## config.mk

```make
export PLATFORM = sky130hd
export DESIGN_NAME = game_round_ctrl_flat
export DESIGN_NICKNAME = d
export VERILOG_FILES = /design/src/rtl/game_round_ctrl_pkg.sv /design/src/rtl/game_round_ctrl_if.sv /design/src/rtl/game_round_ctrl_tick_gen.sv /design/src/rtl/game_round_ctrl.sv /design/src/flat_wrapper.sv
export SDC_FILE = /design/constraint.sdc
export NUM_CORES = 1
export LEC_CHECK = 0
export BUFFER_PORTS_ARGS = -buffer_cell sky130_fd_sc_hd__buf_2
export CAP_MARGIN = 25
export CORE_MARGIN = 2
export CORE_UTILIZATION = 60
export DETAILED_ROUTE_END_ITERATION = 8
export MAX_ROUTING_LAYER = met4
export PLACE_DENSITY = 0.85
export SLEW_MARGIN = 20
export SYNTH_ARGS = -nofsm -noshare
export SYNTH_HDL_FRONTEND = slang
export SYNTH_HIERARCHICAL = 1
export SYNTH_SLANG_ARGS = --single-unit
```

## constraint.sdc

```tcl
create_clock -name clk_i -period 4.9 [get_ports clk_i]
set_input_delay 0.49 -clock clk_i [delete_from_list [all_inputs] [get_ports clk_i]]
set_output_delay 0.49 -clock clk_i [all_outputs]
set_load 0.05 [all_outputs]
```

## src/rtl/game_round_ctrl_pkg.sv

```systemverilog
// Shared types and constants for the snake round/match sequencer.
package game_round_ctrl_pkg;

    typedef enum logic {
        MENU = 1'b0,
        GAME = 1'b1
    } game_mode_e;

    typedef enum logic [2:0] {
        IDLE       = 3'd0,
        COUNTDOWN  = 3'd1,
        PLAY       = 3'd2,
        RESULT     = 3'd3,
        MATCH_OVER = 3'd4
    } round_state_e;

    typedef enum logic [2:0] {
        NO_RES = 3'd0,
        WIN    = 3'd1,
        LOSE   = 3'd2,
        DRAW   = 3'd3,
        ERR    = 3'd4
    } round_outcome_e;

    localparam int SCORE_W   = 4;
    localparam int SCORE_MAX = 15;
    localparam int CD_W      = 2;

    // Score increment that sticks at 15 instead of wrapping.
    function automatic logic [SCORE_W-1:0] sat_inc(input logic [SCORE_W-1:0] v);
        return (v == SCORE_W'(SCORE_MAX)) ? v : v + SCORE_W'(1);
    endfunction

    // Speed step: one eighth of the base period, rounded up to an even count.
    function automatic int speed_step(input int tick);
        int s;
        s = tick / 8;
        if (s % 2 != 0) s = s + 1;
        if (s < 2) s = 2;
        return s;
    endfunction

endpackage

```

## src/rtl/game_round_ctrl_if.sv

```systemverilog
// Datapath/UI bundle of the round sequencer.
// master: the sequencer itself; slave: datapath, renderer and input logic.
interface game_round_ctrl_if;
    import game_round_ctrl_pkg::*;

    logic                 start;
    logic                 won;
    logic                 lost;
    logic                 draw;
    logic                 com_err;
    logic                 eaten;
    game_mode_e           mode;
    logic                 clk_div;
    round_state_e         state;
    round_outcome_e       outcome;
    logic [SCORE_W-1:0]   score1;
    logic [SCORE_W-1:0]   score2;
    logic [CD_W-1:0]      cd_value;

    modport master (
        input  start, won, lost, draw, com_err, eaten,
        output mode, clk_div, state, outcome, score1, score2, cd_value
    );

    modport slave (
        output start, won, lost, draw, com_err, eaten,
        input  mode, clk_div, state, outcome, score1, score2, cd_value
    );

endinterface

```

## src/rtl/game_round_ctrl_tick_gen.sv

```systemverilog
// Programmable even divider producing the snake move tick.
// The period is captured at each period boundary so a new value never
// splits a period; while disabled the counter sits preloaded so the first
// enabled cycle is the start of a fresh period.
module game_round_ctrl_tick_gen #(
    parameter int PW = 24
) (
    input  logic          clk_i,
    input  logic          rst_i,
    input  logic          en_i,
    input  logic [PW-1:0] period_i,
    output logic          clk_div_o,
    output logic          period_end_o
);

    logic [PW-1:0] cnt_q;
    logic [PW-1:0] per_q;

    // Down-counter with terminal count at 0; reload picks up the current period.
    always_ff @(posedge clk_i) begin
        if (rst_i) begin
            cnt_q <= '0;
            per_q <= '0;
        end else if (!en_i || cnt_q == '0) begin
            cnt_q <= period_i - PW'(1);
            per_q <= period_i;
        end else begin
            cnt_q <= cnt_q - PW'(1);
        end
    end

    assign clk_div_o    = en_i && (cnt_q >= (per_q >> 1));
    assign period_end_o = en_i && (cnt_q == '0);

endmodule

```

## src/rtl/game_round_ctrl.sv

```systemverilog
// Round/match sequencer for the snake move_n_collisions datapath.
// Optional feature macro: SNAKE_SPEEDUP_EN (tick period shrinks as points are eaten).
//
// state      | meaning
// -----------+--------------------------------------------------------
// IDLE       | menu, waiting for start
// COUNTDOWN  | snakes frozen, cd_value counts down once per tick period
// PLAY       | move tick running, first datapath event ends the round
// RESULT     | round outcome shown for RESULT_CYCLES
// MATCH_OVER | a player reached WINS_TO_MATCH, start returns to IDLE
module game_round_ctrl
    import game_round_ctrl_pkg::*;
#(
    parameter int TICK_CYCLES     = 6_500_000,
    parameter int COUNTDOWN_TICKS = 3,
    parameter int RESULT_CYCLES   = 130_000_000,
    parameter int WINS_TO_MATCH   = 3,
    parameter int MIN_TICK_CYCLES = 1_625_000,
    parameter int SPEEDUP_POINTS  = 4
) (
    input  logic              clk_i,
    input  logic              rst_i,
    game_round_ctrl_if.master ctrl_io
);

    localparam int PW = $clog2(TICK_CYCLES) + 1;
    localparam int RW = $clog2(RESULT_CYCLES) + 1;
    localparam logic [PW-1:0]      TICK_P   = PW'(TICK_CYCLES);
    localparam logic [RW-1:0]      RES_LAST = RW'(RESULT_CYCLES - 1);
    localparam logic [CD_W-1:0]    CD_INIT  = CD_W'(COUNTDOWN_TICKS);
    localparam logic [SCORE_W-1:0] WINS     = SCORE_W'(WINS_TO_MATCH);

    round_state_e       state_q, state_d;
    round_outcome_e     outcome_q, outcome_d;
    logic [SCORE_W-1:0] score1_q, score1_d;
    logic [SCORE_W-1:0] score2_q, score2_d;
    logic [CD_W-1:0]    cd_q, cd_d;
    logic [RW-1:0]      res_cnt_q, res_cnt_d;

    logic          tick_en;
    logic          tick_div;
    logic          period_end;
    logic [PW-1:0] period;

    assign tick_en = (state_q == COUNTDOWN) || (state_q == PLAY);

`ifdef SNAKE_SPEEDUP_EN
    localparam int PTW = $clog2(SPEEDUP_POINTS) + 1;
    localparam logic [PW-1:0] STEP_P = PW'(speed_step(TICK_CYCLES));
    localparam logic [PW-1:0] MIN_P  = PW'(MIN_TICK_CYCLES);

    logic           eaten_q;
    logic [PTW-1:0] pts_q, pts_d;
    logic [PW-1:0]  period_q, period_d;

    // Point counting and period shrink; held at base values outside COUNTDOWN/PLAY
    // so the tick generator is already preloaded with TICK_CYCLES on round entry.
    always_comb begin
        pts_d    = pts_q;
        period_d = period_q;
        if (!tick_en) begin
            pts_d    = '0;
            period_d = TICK_P;
        end else if (state_q == PLAY && ctrl_io.eaten && !eaten_q) begin
            if (pts_q == PTW'(SPEEDUP_POINTS - 1)) begin
                pts_d    = '0;
                period_d = (period_q >= MIN_P + STEP_P) ? period_q - STEP_P : MIN_P;
            end else begin
                pts_d = pts_q + PTW'(1);
            end
        end
    end

    // Speed-up registers and eaten edge detector.
    always_ff @(posedge clk_i) begin
        if (rst_i) begin
            eaten_q  <= 1'b0;
            pts_q    <= '0;
            period_q <= TICK_P;
        end else begin
            eaten_q  <= ctrl_io.eaten;
            pts_q    <= pts_d;
            period_q <= period_d;
        end
    end

    assign period = period_q;
`else
    logic unused_cfg;
    assign unused_cfg = ^{ctrl_io.eaten, (MIN_TICK_CYCLES != 0), (SPEEDUP_POINTS != 0)};
    assign period     = TICK_P;
`endif

    game_round_ctrl_tick_gen #(
        .PW (PW)
    ) u_tick_gen (
        .clk_i        (clk_i),
        .rst_i        (rst_i),
        .en_i         (tick_en),
        .period_i     (period),
        .clk_div_o    (tick_div),
        .period_end_o (period_end)
    );

    // Round FSM next-state, outcome latch and score update.
    always_comb begin
        state_d   = state_q;
        outcome_d = outcome_q;
        score1_d  = score1_q;
        score2_d  = score2_q;
        cd_d      = cd_q;
        res_cnt_d = res_cnt_q;
        case (state_q)
            IDLE: begin
                if (ctrl_io.start) begin
                    state_d = COUNTDOWN;
                    cd_d    = CD_INIT;
                end
            end
            COUNTDOWN: begin
                if (period_end) begin
                    cd_d = cd_q - CD_W'(1);
                    if (cd_q == CD_W'(1)) state_d = PLAY;
                end
            end
            PLAY: begin
                if (ctrl_io.com_err || ctrl_io.draw || ctrl_io.won || ctrl_io.lost) begin
                    state_d   = RESULT;
                    res_cnt_d = RES_LAST;
                    if (ctrl_io.com_err) begin
                        outcome_d = ERR;
                    end else if (ctrl_io.draw || (ctrl_io.won && ctrl_io.lost)) begin
                        outcome_d = DRAW;
                    end else if (ctrl_io.won) begin
                        outcome_d = WIN;
                        score1_d  = sat_inc(score1_q);
                    end else begin
                        outcome_d = LOSE;
                        score2_d  = sat_inc(score2_q);
                    end
                end
            end
            RESULT: begin
                if (res_cnt_q == '0) begin
                    if (score1_q == WINS || score2_q == WINS) begin
                        state_d = MATCH_OVER;
                    end else begin
                        state_d = COUNTDOWN;
                        cd_d    = CD_INIT;
                    end
                end else begin
                    res_cnt_d = res_cnt_q - RW'(1);
                end
            end
            MATCH_OVER: begin
                if (ctrl_io.start) begin
                    state_d  = IDLE;
                    score1_d = '0;
                    score2_d = '0;
                end
            end
            default: state_d = IDLE;
        endcase
    end

    // State and round bookkeeping registers.
    always_ff @(posedge clk_i) begin
        if (rst_i) begin
            state_q   <= IDLE;
            outcome_q <= NO_RES;
            score1_q  <= '0;
            score2_q  <= '0;
            cd_q      <= '0;
            res_cnt_q <= '0;
        end else begin
            state_q   <= state_d;
            outcome_q <= outcome_d;
            score1_q  <= score1_d;
            score2_q  <= score2_d;
            cd_q      <= cd_d;
            res_cnt_q <= res_cnt_d;
        end
    end

    assign ctrl_io.mode     = tick_en ? GAME : MENU;
    assign ctrl_io.clk_div  = tick_div && (state_q == PLAY);
    assign ctrl_io.state    = state_q;
    assign ctrl_io.outcome  = outcome_q;
    assign ctrl_io.score1   = score1_q;
    assign ctrl_io.score2   = score2_q;
    assign ctrl_io.cd_value = cd_q;

endmodule
```

## src/flat_wrapper.sv

```systemverilog
// flat-port wrapper written by rule: the top's interface ports become plain ports
module game_round_ctrl_flat import game_round_ctrl_pkg::*;
#(
    parameter int TICK_CYCLES     = 6_500_000,
    parameter int COUNTDOWN_TICKS = 3,
    parameter int RESULT_CYCLES   = 130_000_000,
    parameter int WINS_TO_MATCH   = 3,
    parameter int MIN_TICK_CYCLES = 1_625_000,
    parameter int SPEEDUP_POINTS  = 4
)
  (clk_i, rst_i, ctrl_io_start, ctrl_io_won, ctrl_io_lost, ctrl_io_draw, ctrl_io_com_err, ctrl_io_eaten, ctrl_io_mode, ctrl_io_clk_div, ctrl_io_state, ctrl_io_outcome, ctrl_io_score1, ctrl_io_score2, ctrl_io_cd_value);
  game_round_ctrl_if ctrl_io_i ();
  input  logic clk_i;
  input  logic rst_i;
  input wire logic [$bits(ctrl_io_i.start)-1:0] ctrl_io_start;
  input wire logic [$bits(ctrl_io_i.won)-1:0] ctrl_io_won;
  input wire logic [$bits(ctrl_io_i.lost)-1:0] ctrl_io_lost;
  input wire logic [$bits(ctrl_io_i.draw)-1:0] ctrl_io_draw;
  input wire logic [$bits(ctrl_io_i.com_err)-1:0] ctrl_io_com_err;
  input wire logic [$bits(ctrl_io_i.eaten)-1:0] ctrl_io_eaten;
  output wire logic [$bits(ctrl_io_i.mode)-1:0] ctrl_io_mode;
  output wire logic [$bits(ctrl_io_i.clk_div)-1:0] ctrl_io_clk_div;
  output wire logic [$bits(ctrl_io_i.state)-1:0] ctrl_io_state;
  output wire logic [$bits(ctrl_io_i.outcome)-1:0] ctrl_io_outcome;
  output wire logic [$bits(ctrl_io_i.score1)-1:0] ctrl_io_score1;
  output wire logic [$bits(ctrl_io_i.score2)-1:0] ctrl_io_score2;
  output wire logic [$bits(ctrl_io_i.cd_value)-1:0] ctrl_io_cd_value;
  assign ctrl_io_i.start = ctrl_io_start;
  assign ctrl_io_i.won = ctrl_io_won;
  assign ctrl_io_i.lost = ctrl_io_lost;
  assign ctrl_io_i.draw = ctrl_io_draw;
  assign ctrl_io_i.com_err = ctrl_io_com_err;
  assign ctrl_io_i.eaten = ctrl_io_eaten;
  assign ctrl_io_mode = ctrl_io_i.mode;
  assign ctrl_io_clk_div = ctrl_io_i.clk_div;
  assign ctrl_io_state = ctrl_io_i.state;
  assign ctrl_io_outcome = ctrl_io_i.outcome;
  assign ctrl_io_score1 = ctrl_io_i.score1;
  assign ctrl_io_score2 = ctrl_io_i.score2;
  assign ctrl_io_cd_value = ctrl_io_i.cd_value;
  game_round_ctrl #(.TICK_CYCLES(TICK_CYCLES), .COUNTDOWN_TICKS(COUNTDOWN_TICKS), .RESULT_CYCLES(RESULT_CYCLES), .WINS_TO_MATCH(WINS_TO_MATCH), .MIN_TICK_CYCLES(MIN_TICK_CYCLES), .SPEEDUP_POINTS(SPEEDUP_POINTS)) u_core (.clk_i(clk_i), .rst_i(rst_i), .ctrl_io(ctrl_io_i));
endmodule
```

; ---- After elaboration in Yosys (flattened, before gate mapping)
; Index checks and enable logic that the tools add are counted.
[totals]
romBits = 0
out_inout_bits = 18
register_bits = 69
ramBits = 0
memories = 0
latch_bits = 0
wordCells = 97
in_bits = 8
[op_classes]
magnitude_cmp = 1
n_eq_ne = 23
n_div = 0
n_bitwise = 0
n_shift = 0
reduce_logical = 25
n_mul = 0
muxes = 34
add_sub_neg = 5
[ops]
columns = op, n
row1 = $mux W28, 2
row2 = $pmux W28 S2, 1
row3 = $mux W4, 11
row4 = $logic_not A28 Y1, 1
row5 = $sub A28 B1 Y28 const B, 1
row6 = $mux W3, 9
row7 = $ge A24 B22 Y1, 1
row8 = $logic_not A24 Y1, 1
row9 = $ne A2 B2 Y1 const B, 12
row10 = $sub A24 B1 Y24 const B, 1
row11 = $mux W23, 1
row12 = $pmux W4 S2, 2
row13 = $pmux W3 S5, 1
row14 = $reduce_and A7 Y1, 2
row15 = $mux W2, 5
row16 = $add A4 B1 Y4 const B, 2
row17 = $eq A4 B2 Y1 const B, 2
row18 = $eq A4 B4 Y1 const B, 2
row19 = $logic_or A1 B1 Y1, 7
row20 = $eq A3 B2 Y1 const B, 2
row21 = $pmux W2 S3, 1
row22 = $reduce_and A6 Y1, 1
row23 = $reduce_and A5 Y1, 1
row24 = $logic_and A1 B1 Y1, 4
row25 = 13 further kinds, 15

; ---- Depth between registers and ports, before layout
; Gate-level depths: netlist (run 1).
[logic_depth]
depth_word = 7
mapped_depth = 17
mapped_depth_nobuf = 12

; ---- Cells and area by module
; The synthesis (run 1) kept the hierarchy.
[by_module_without_submodules]
columns = module, cells_per_inst, instances, area_each_um2, seq_area_each_um2
row1 = game_round_ctrl_tick_gen, 404, 1, 3244.4, 940.9
row2 = game_round_ctrl, 289, 1, 2474.9, 880.8

; ---- Least setup slack after synthesis (run 1)
; Ideal clock, no wire load.
[synth_path]
kind = register to register
startpoint = reg u_core.state_q[1] (netlist: u_core/ctrl_io.state[1])
endpoint = reg u_core.u_tick_gen.cnt_q[22]
synth_period_minus_slack_ps = 4805
setup_time_ps = 74
path_stages_with_launch = 18
path_buffers = 6
path_slack_ps = 95
required_time_ps = 4826
arrival_time_ps = 4730
cell_sequence = dfxtp_1 -> buf_6 -> buf_4 -> nand2_1 -> a21oi_1 -> clkinv_1 -> a21oi_2 -> buf_2 -> clkbuf_1 -> clkbuf_1 -> a21boi_0 -> ha_1 -> clkbuf_1 -> o211ai_1 -> a21o_1 -> nor3_1 -> and3_1 -> o21ai_0
[synth_between]
elab_chain_len = 5
elab_cells_between_ends = 6
classes_between = eq/ne: 2 / mux: 1 / reduce/logical: 3
[synth_lines]
columns = element, line
row1 = from (decl), game_round_ctrl.sv:33  ; round_state_e state_q, state_d;
row2 = from (signal assigned), game_round_ctrl.sv:176  ; state_q <= state_d;
row3 = $eq A3 B1 Y1 or $eq A3 B2 Y1 (tied branches), game_round_ctrl.sv:45  ; assign tick_en = (state_q == COUNTDOWN) || (state_q == PLAY);
row4 = $logic_or A1 B1 Y1 (*), game_round_ctrl.sv:45
row5 = $logic_not A1 Y1 (*), game_round_ctrl_tick_gen.sv:24  ; end else if (!en_i || cnt_q == '0) begin
row6 = $logic_or A1 B1 Y1 (*), game_round_ctrl_tick_gen.sv:24
row7 = $mux W23 (*), game_round_ctrl_tick_gen.sv:24
row8 = to (signal assigned), game_round_ctrl_tick_gen.sv:25  ; cnt_q <= period_i - PW'(1);
row9 = to (signal assigned), game_round_ctrl_tick_gen.sv:28  ; cnt_q <= cnt_q - PW'(1);
row10 = to (decl), game_round_ctrl_tick_gen.sv:16  ; logic [PW-1:0] cnt_q;
; Every way passes the cells marked *; elsewhere a longest branch is shown, timed or not.
; A chain may end at the register's enable or synchronous reset.

; ---- Worst setup path after layout (run 1)
[layout_path]
startpoint = reg u_core.state_q[1] (netlist: u_core/ctrl_io.state[1])
endpoint = out ctrl_io_clk_div
[layout_between]
elab_chain_len = 4
elab_cells_between_ends = 5
classes_between = eq/ne: 2 / reduce/logical: 3
[layout_lines]
columns = element, line
row1 = $eq A3 B1 Y1 or $eq A3 B2 Y1 (tied branches), game_round_ctrl.sv:45
row2 = $logic_or A1 B1 Y1 (*), game_round_ctrl.sv:45
row3 = $logic_and A1 B1 Y1 (*), game_round_ctrl_tick_gen.sv:32  ; assign clk_div_o = en_i && (cnt_q >= (per_q >> 1));
row4 = named net u_core.tick_div, game_round_ctrl.sv:41  ; logic tick_div;
row5 = $logic_and A1 B1 Y1 (*), game_round_ctrl.sv:186  ; assign ctrl_io.clk_div = tick_div && (state_q == PLAY);
row6 = to (decl), flat_wrapper.sv:22  ; output wire logic [$bits(ctrl_io_i.clk_div)-1:0] ctrl_io_clk_div;
; Mark *: on every way through the listed nets, which the timed path passes. The rest lies on a longest branch.

==> out/results.tsv, run 1 <==
metric	value	unit
Routed wire per std cell	14.5	um
Int Pwr	0.00119	W
cell area after synthesis	5720	sq um
Via density	5.77	
critical path's top delay family	compound AO/OA/AOI/OAI gates	
CTS H-tree lvls	3	
Critical Path Slowest Stage Cell	dfxtp_1	
n_diodes	0	
period utilisation layout	0.792	
Die Height	102	um
worst hold path type	in2reg	
Slew HR	0.401	
post-DP HPWL	9240	um
Synth async-reset ratio	0	
CP Data Required Time	4.41	ns
worst setup margin	1.02	ns
Buffers & Inverters on Critical Path	2	
Post-Route WL	13300	um
Root Buffer	clkbuf_8	
Netlist cell types	81	
final worst path period need	3.88	ns
Post-CTS Setup Bufs	0	
Cells after Synth	693	
area grow syn2layout	12.2	%
power share of the sequential group	0.485	
setup_tns	0	ns
Avg Synthesized Cell Area	8.25	sq um
area of the core	9240	sq um
first-pass GRT wire length	22800	um
Starting Density	0.619	
VDD IR max	0.000214	V
via count	5304	
GR Overflow Total	0	
I/O pin count	26	
placed inst area	6200	sq um
1st-iter DRT viols	268	
Final setup violation count	0	
status	completed	
vias in the first global route	5049	
Post-DRT Antenna Nets	0	
DIE WIDTH	102	um
commonest cells in the netlist	dfxtp_1, nand2_1, a21oi_1	
Row Count	35	
Cell Pwr Density	262	nW/um^2
Clk Latency, worst-skew pair	0.36	ns
Comb power frac	0.181	
path type of the worst setup path	reg2out	
actual slew at the worst max-slew pin	0.899	ns
Pre-Repair DR Iteration Count	5	
dpl ws	1.35	ns
fin nets	823	
ys flop type	dfxtp_1	
CTS Buffer Depth	2	
DRC	0	
gpl congestion	0.883	
Clock power frac	0.334	
design area	6420	sq um
largest area contributor in the netlist	dfxtp_1	
top post-synthesis cells by area	dfxtp_1, ha_1, a21oi_1, nand2_1, nor2_1	
EDFF count, synth	0	
RSZ-0062 raised after global routing	false	
Startpoint Class	flop	
register area	1820	sq um
Leak Pwr	2.71	nW
share of the synthesized area in the top cell type	0.319	
Multi-input gate area	3900	sq um
ratio of cells with drive above 1 in the final layout	0.114	
CTS resizes	0	
Synthesis Warnings	6	
Net Sw Frac	0.290	
cts bufs inserted	9	
Hold Fails Final Rpt	0	
maxcap violations	0	
pin count of the biggest net entering global routing	47	
Worst path max stage delay	0.67	ns
CP arrival	3.39	ns
Die Area	10300	sq um
Worst Skew	0.0106	ns
count leader, synth	dfxtp_1	
clk sinks	91	
antenna violations before repair	0	
crit-path max FO	18	
Worst-path clk slew	0.09	ns
PortBufs	24	
Slew Limit Fails	0	
CP endpoint kind	output port	
# fillers	746	
flops & latches, synth	91	
TritonCTS clock tree	yes	
Cell Chain, Critical Path	nand2_1, a21oi_2, clkinv_1, or3_1, o21ai_0, and2_1, buf_2	
fmax	0.258	GHz
post-synthesis sequential area ratio	0.319	
All-Layer GR Usage	0.279	
Psw	0.000486	W
Post-CTS Hold Fix Bufs	0	
path summary, 6_finish.rpt:
path	from	cells after the start	end	slack, ns
worst max register to register	u_core/ctrl_io.state[1]	11	u_core/u_tick_gen/cnt_q[22]	1.24
worst min register to register	u_core/u_tick_gen/per_q[13]	2	u_core/u_tick_gen/per_q[13]	0.46
worst max-delay path	u_core/ctrl_io.state[1]	7	ctrl_io_clk_div	1.02
worst min-delay path	ctrl_io_com_err	3	u_core/ctrl_io.outcome[2]	0.46
cell usage in the layout (no fill, tap or decap), types with 10 or more instances in the layout:
master    count
dfxtp_1      91
conb_1       83
nand2_1      67
a21oi_1      65
nor2_1       50
inv_1        35
ha_1         29
o21ai_0      26
buf_2        25
nor3_1       25
or3_1        20
xor2_1       16
xnor2_1      15
or4_1        14
a31oi_1      13
nand3_1      13
nor4_1       13
a21o_1       11
clkbuf_8     10
cell type report:
| type | instances | share of cell area |
|---|---|---|
| tap | 129 | 0.0252 |
| timing repair buffer | 32 | 0.0277 |
| multi-input combinational | 616 | 0.608 |
| sequential | 91 | 0.284 |
| inverter | 36 | 0.0211 |
| clock buffer | 12 | 0.0226 |
| clock inverter | 4 | 0.0115 |
tightest hold or removal path, stage by stage:
cell and delay, ns:
buf_2 0.12, a22oi_1 0.09, nor2_1 0.08
state kept, by name, summed over array words and instances (netlist names):
register                 flops
u_core/res_cnt_q            28
u_core/u_tick_gen/cnt_q     24
u_core/u_tick_gen/per_q     23
u_core/ctrl_io.score1        4
u_core/ctrl_io.score2        4
u_core/ctrl_io.outcome       3
u_core/ctrl_io.state         3
u_core/ctrl_io.cd_value      2
stage by stage:
| stage | utilization | power, W | std cells | hold WS, ns |
|---|---|---|---|---|
| after floorplan | - | 0.00106 | 774 | 0.432 |
| after global placement | 0.670 | 0.00111 | 903 | 0.440 |
| after detailed placement | 0.671 | 0.00113 | 904 | 0.446 |
| after CTS | 0.694 | 0.00168 | 920 | 0.439 |
| after global routing | 0.694 | 0.00177 | 920 | 0.476 |
| final | 0.694 | 0.00168 | 920 | 0.455 |
power by group through the flow:
stage	Clock, W	Combinational, W	Sequential [W]
finish	0.000561	0.000304	0.000813
global route	0.000608	0.000342	0.000819
CTS	0.000573	0.000299	0.000813
detailed placement	0	0.000297	0.000830
global placement	0	0.000284	0.000828
floorplan	0	0.000236	0.000824
logic make-up after synthesis:
logic type               after synthesis  share of synthesized area
AND/OR/NAND/NOR                      277                      0.282
AO/OA/AOI/OAI                        187                      0.218
flip-flops                            91                      0.319
buffers and inverters                 67                     0.0532
XOR/XNOR                              31                     0.0475
adder cells (fa/ha/maj)               29                     0.0634
multiplexers                           9                     0.0158
other                                  2                    0.00131
layer usage:
layer  GRT usage  up-vias  routed length, um
met5           -        -                  0
met4      0.0988        0                277
met3      0.0552       28                488
met2       0.486      117               6790
met1       0.317     2520               5790
li1            -     2639                  -
(Power assumes the default switching activity.)
==> run 2, diff against run 1 <==
Clock period 4.9 ns to 4 ns, I/O delays scaled along.
==> out/results.tsv, run 2 (synthesized netlist as in run 1, its figures left out) <==
metric	value	unit
Multi-input gate area	3920	sq um
cts bufs inserted	9	
vias in the first global route	5101	
CTS H-tree lvls	3	
CP endpoint kind	output port	
status	completed	
VDD IR max	0.000161	V
n_diodes	0	
Clk Latency, worst-skew pair	0.37	ns
Post-CTS Setup Bufs	0	
placed inst area	6220	sq um
maxcap violations	0	
CP Data Required Time	3.60	ns
antenna violations before repair	0	
met3 usage	0.0386	
via count	5315	
PortBufs	24	
area grow syn2layout	12.4	%
met1 Use GR	0.318	
Die Height	102	um
Die Area	10300	sq um
pin count of the biggest net entering global routing	45	
Routed wire per std cell	14.8	um
Slew Limit Fails	0	
Root Buffer	clkbuf_8	
Worst-path clk slew	0.09	ns
ratio of cells with drive above 1 in the final layout	0.116	
gr busiest metal	met2	
Final setup violation count	0	
fmax	0.280	GHz
period utilisation layout	0.892	
final hold slack	0.325	ns
Hold Fails Final Rpt	0	
first-pass GRT wire length	22700	um
TritonCTS clock tree	yes	
design area	6430	sq um
worst hold path type	in2reg	
max reg flops	28	
Post-Route WL	13600	um
Worst Skew	0.0120	ns
clk sinks	91	
crit-path max FO	4	
Row Count	35	
Pre-Repair DR Iteration Count	7	
largest register by flop count	u_core/res_cnt_q	
post-DP HPWL	9390	um
met2 Use GR	0.483	
final worst path period need	3.57	ns
CTS Buffer Depth	2	
fin nets	824	
Starting Density	0.619	
CP arrival	3.17	ns
most common cell after layout, fill and taps aside	dfxtp_1	
Total Power	0.00203	W
register area	1820	sq um
DIE WIDTH	102	um
Via density	5.77	
gpl congestion	0.899	
biggest regs	u_core/res_cnt_q (28), u_core/u_tick_gen/cnt_q (24), u_core/u_tick_gen/per_q (23)	
setup_tns	0	ns
CTS resizes	0	
# fillers	749	
Leak Pwr	2.71	nW
Slew HR	0.479	
Startpoint Class	flop	
All-Layer GR Usage	0.278	
1st-iter DRT viols	313	
I/O pin count	26	
most frequent cells in the layout	dfxtp_1, conb_1, nand2_1	
RSZ-0062 raised after global routing	false	
Cell Pwr Density	316	nW/um^2
path type of the worst setup path	reg2out	
DRC	0	
actual slew at the worst max-slew pin	0.759	ns
Post-DRT Antenna Nets	0	
GR Overflow Total	0	
area of the core	9240	sq um
Post-CTS Hold Fix Bufs	0	
[run 2: changes by cell type in the layout (fill, tap and decap cells not counted), sizes merged]
cell / delta
clkbuf: +1
bufinv: -1
buf: +1
clkinvlp: +1
clkinv: -1
[run 2: worst paths after layout]
path | from | cells after the start | to | slack (ns)
worst max-delay path | u_core/u_tick_gen/cnt_q[0] | 11 | ctrl_io_clk_div | 0.43
worst min-delay path | rst_i | 2 | u_core/ctrl_io.score2[3] | 0.33
worst max register to register | u_core/ctrl_io.state[0] | 12 | u_core/u_tick_gen/cnt_q[20] | 0.86
worst min register to register | u_core/u_tick_gen/per_q[13] | 2 | u_core/u_tick_gen/per_q[13] | 0.45
[run 2: per-layer routing]
layer	wire length (um)	vias to the layer above
li1	-	2650
met1	5900	2511
met2	6900	125
met3	479	29
met4	319	0
met5	0	-
[run 2: power by group]
group / internal, W / switching [W]
sequential: 0.000945 / 0.0000527
clock: 0.000325 / 0.000330
combinational: 0.000147 / 0.000229
total: 0.00142 / 0.000612
[run 2: cell type report]
cell class              instances  area share
inverters                      36      0.0210
flip-flops and latches         91       0.284
repair buffers                 33      0.0292
multi-input cells             616       0.609
clock buffers                  13      0.0247
well taps                     129      0.0251
clock inverters                 3     0.00720
[run 2: critical path, cell delays in order (launching register included)]
cell	delay [ns]
dfxtp_1	0.43
inv_1	0.07
ha_1	0.29
nand2b_1	0.15
a21o_1	0.17
a21oi_1	0.13
o21ai_0	0.11
a2111o_1	0.44
a221oi_1	0.48
o21ai_0	0.18
and2_1	0.16
buf_2	0.20
[run 2: stage by stage]
stage               instances  utilization  worst slack [ns]
floorplan                 774            -            0.0691
global placement          905        0.674             0.852
global route              921        0.696             0.286
CTS                       921        0.696             0.413
detailed placement        905        0.674             0.824
finish                    921        0.696             0.431
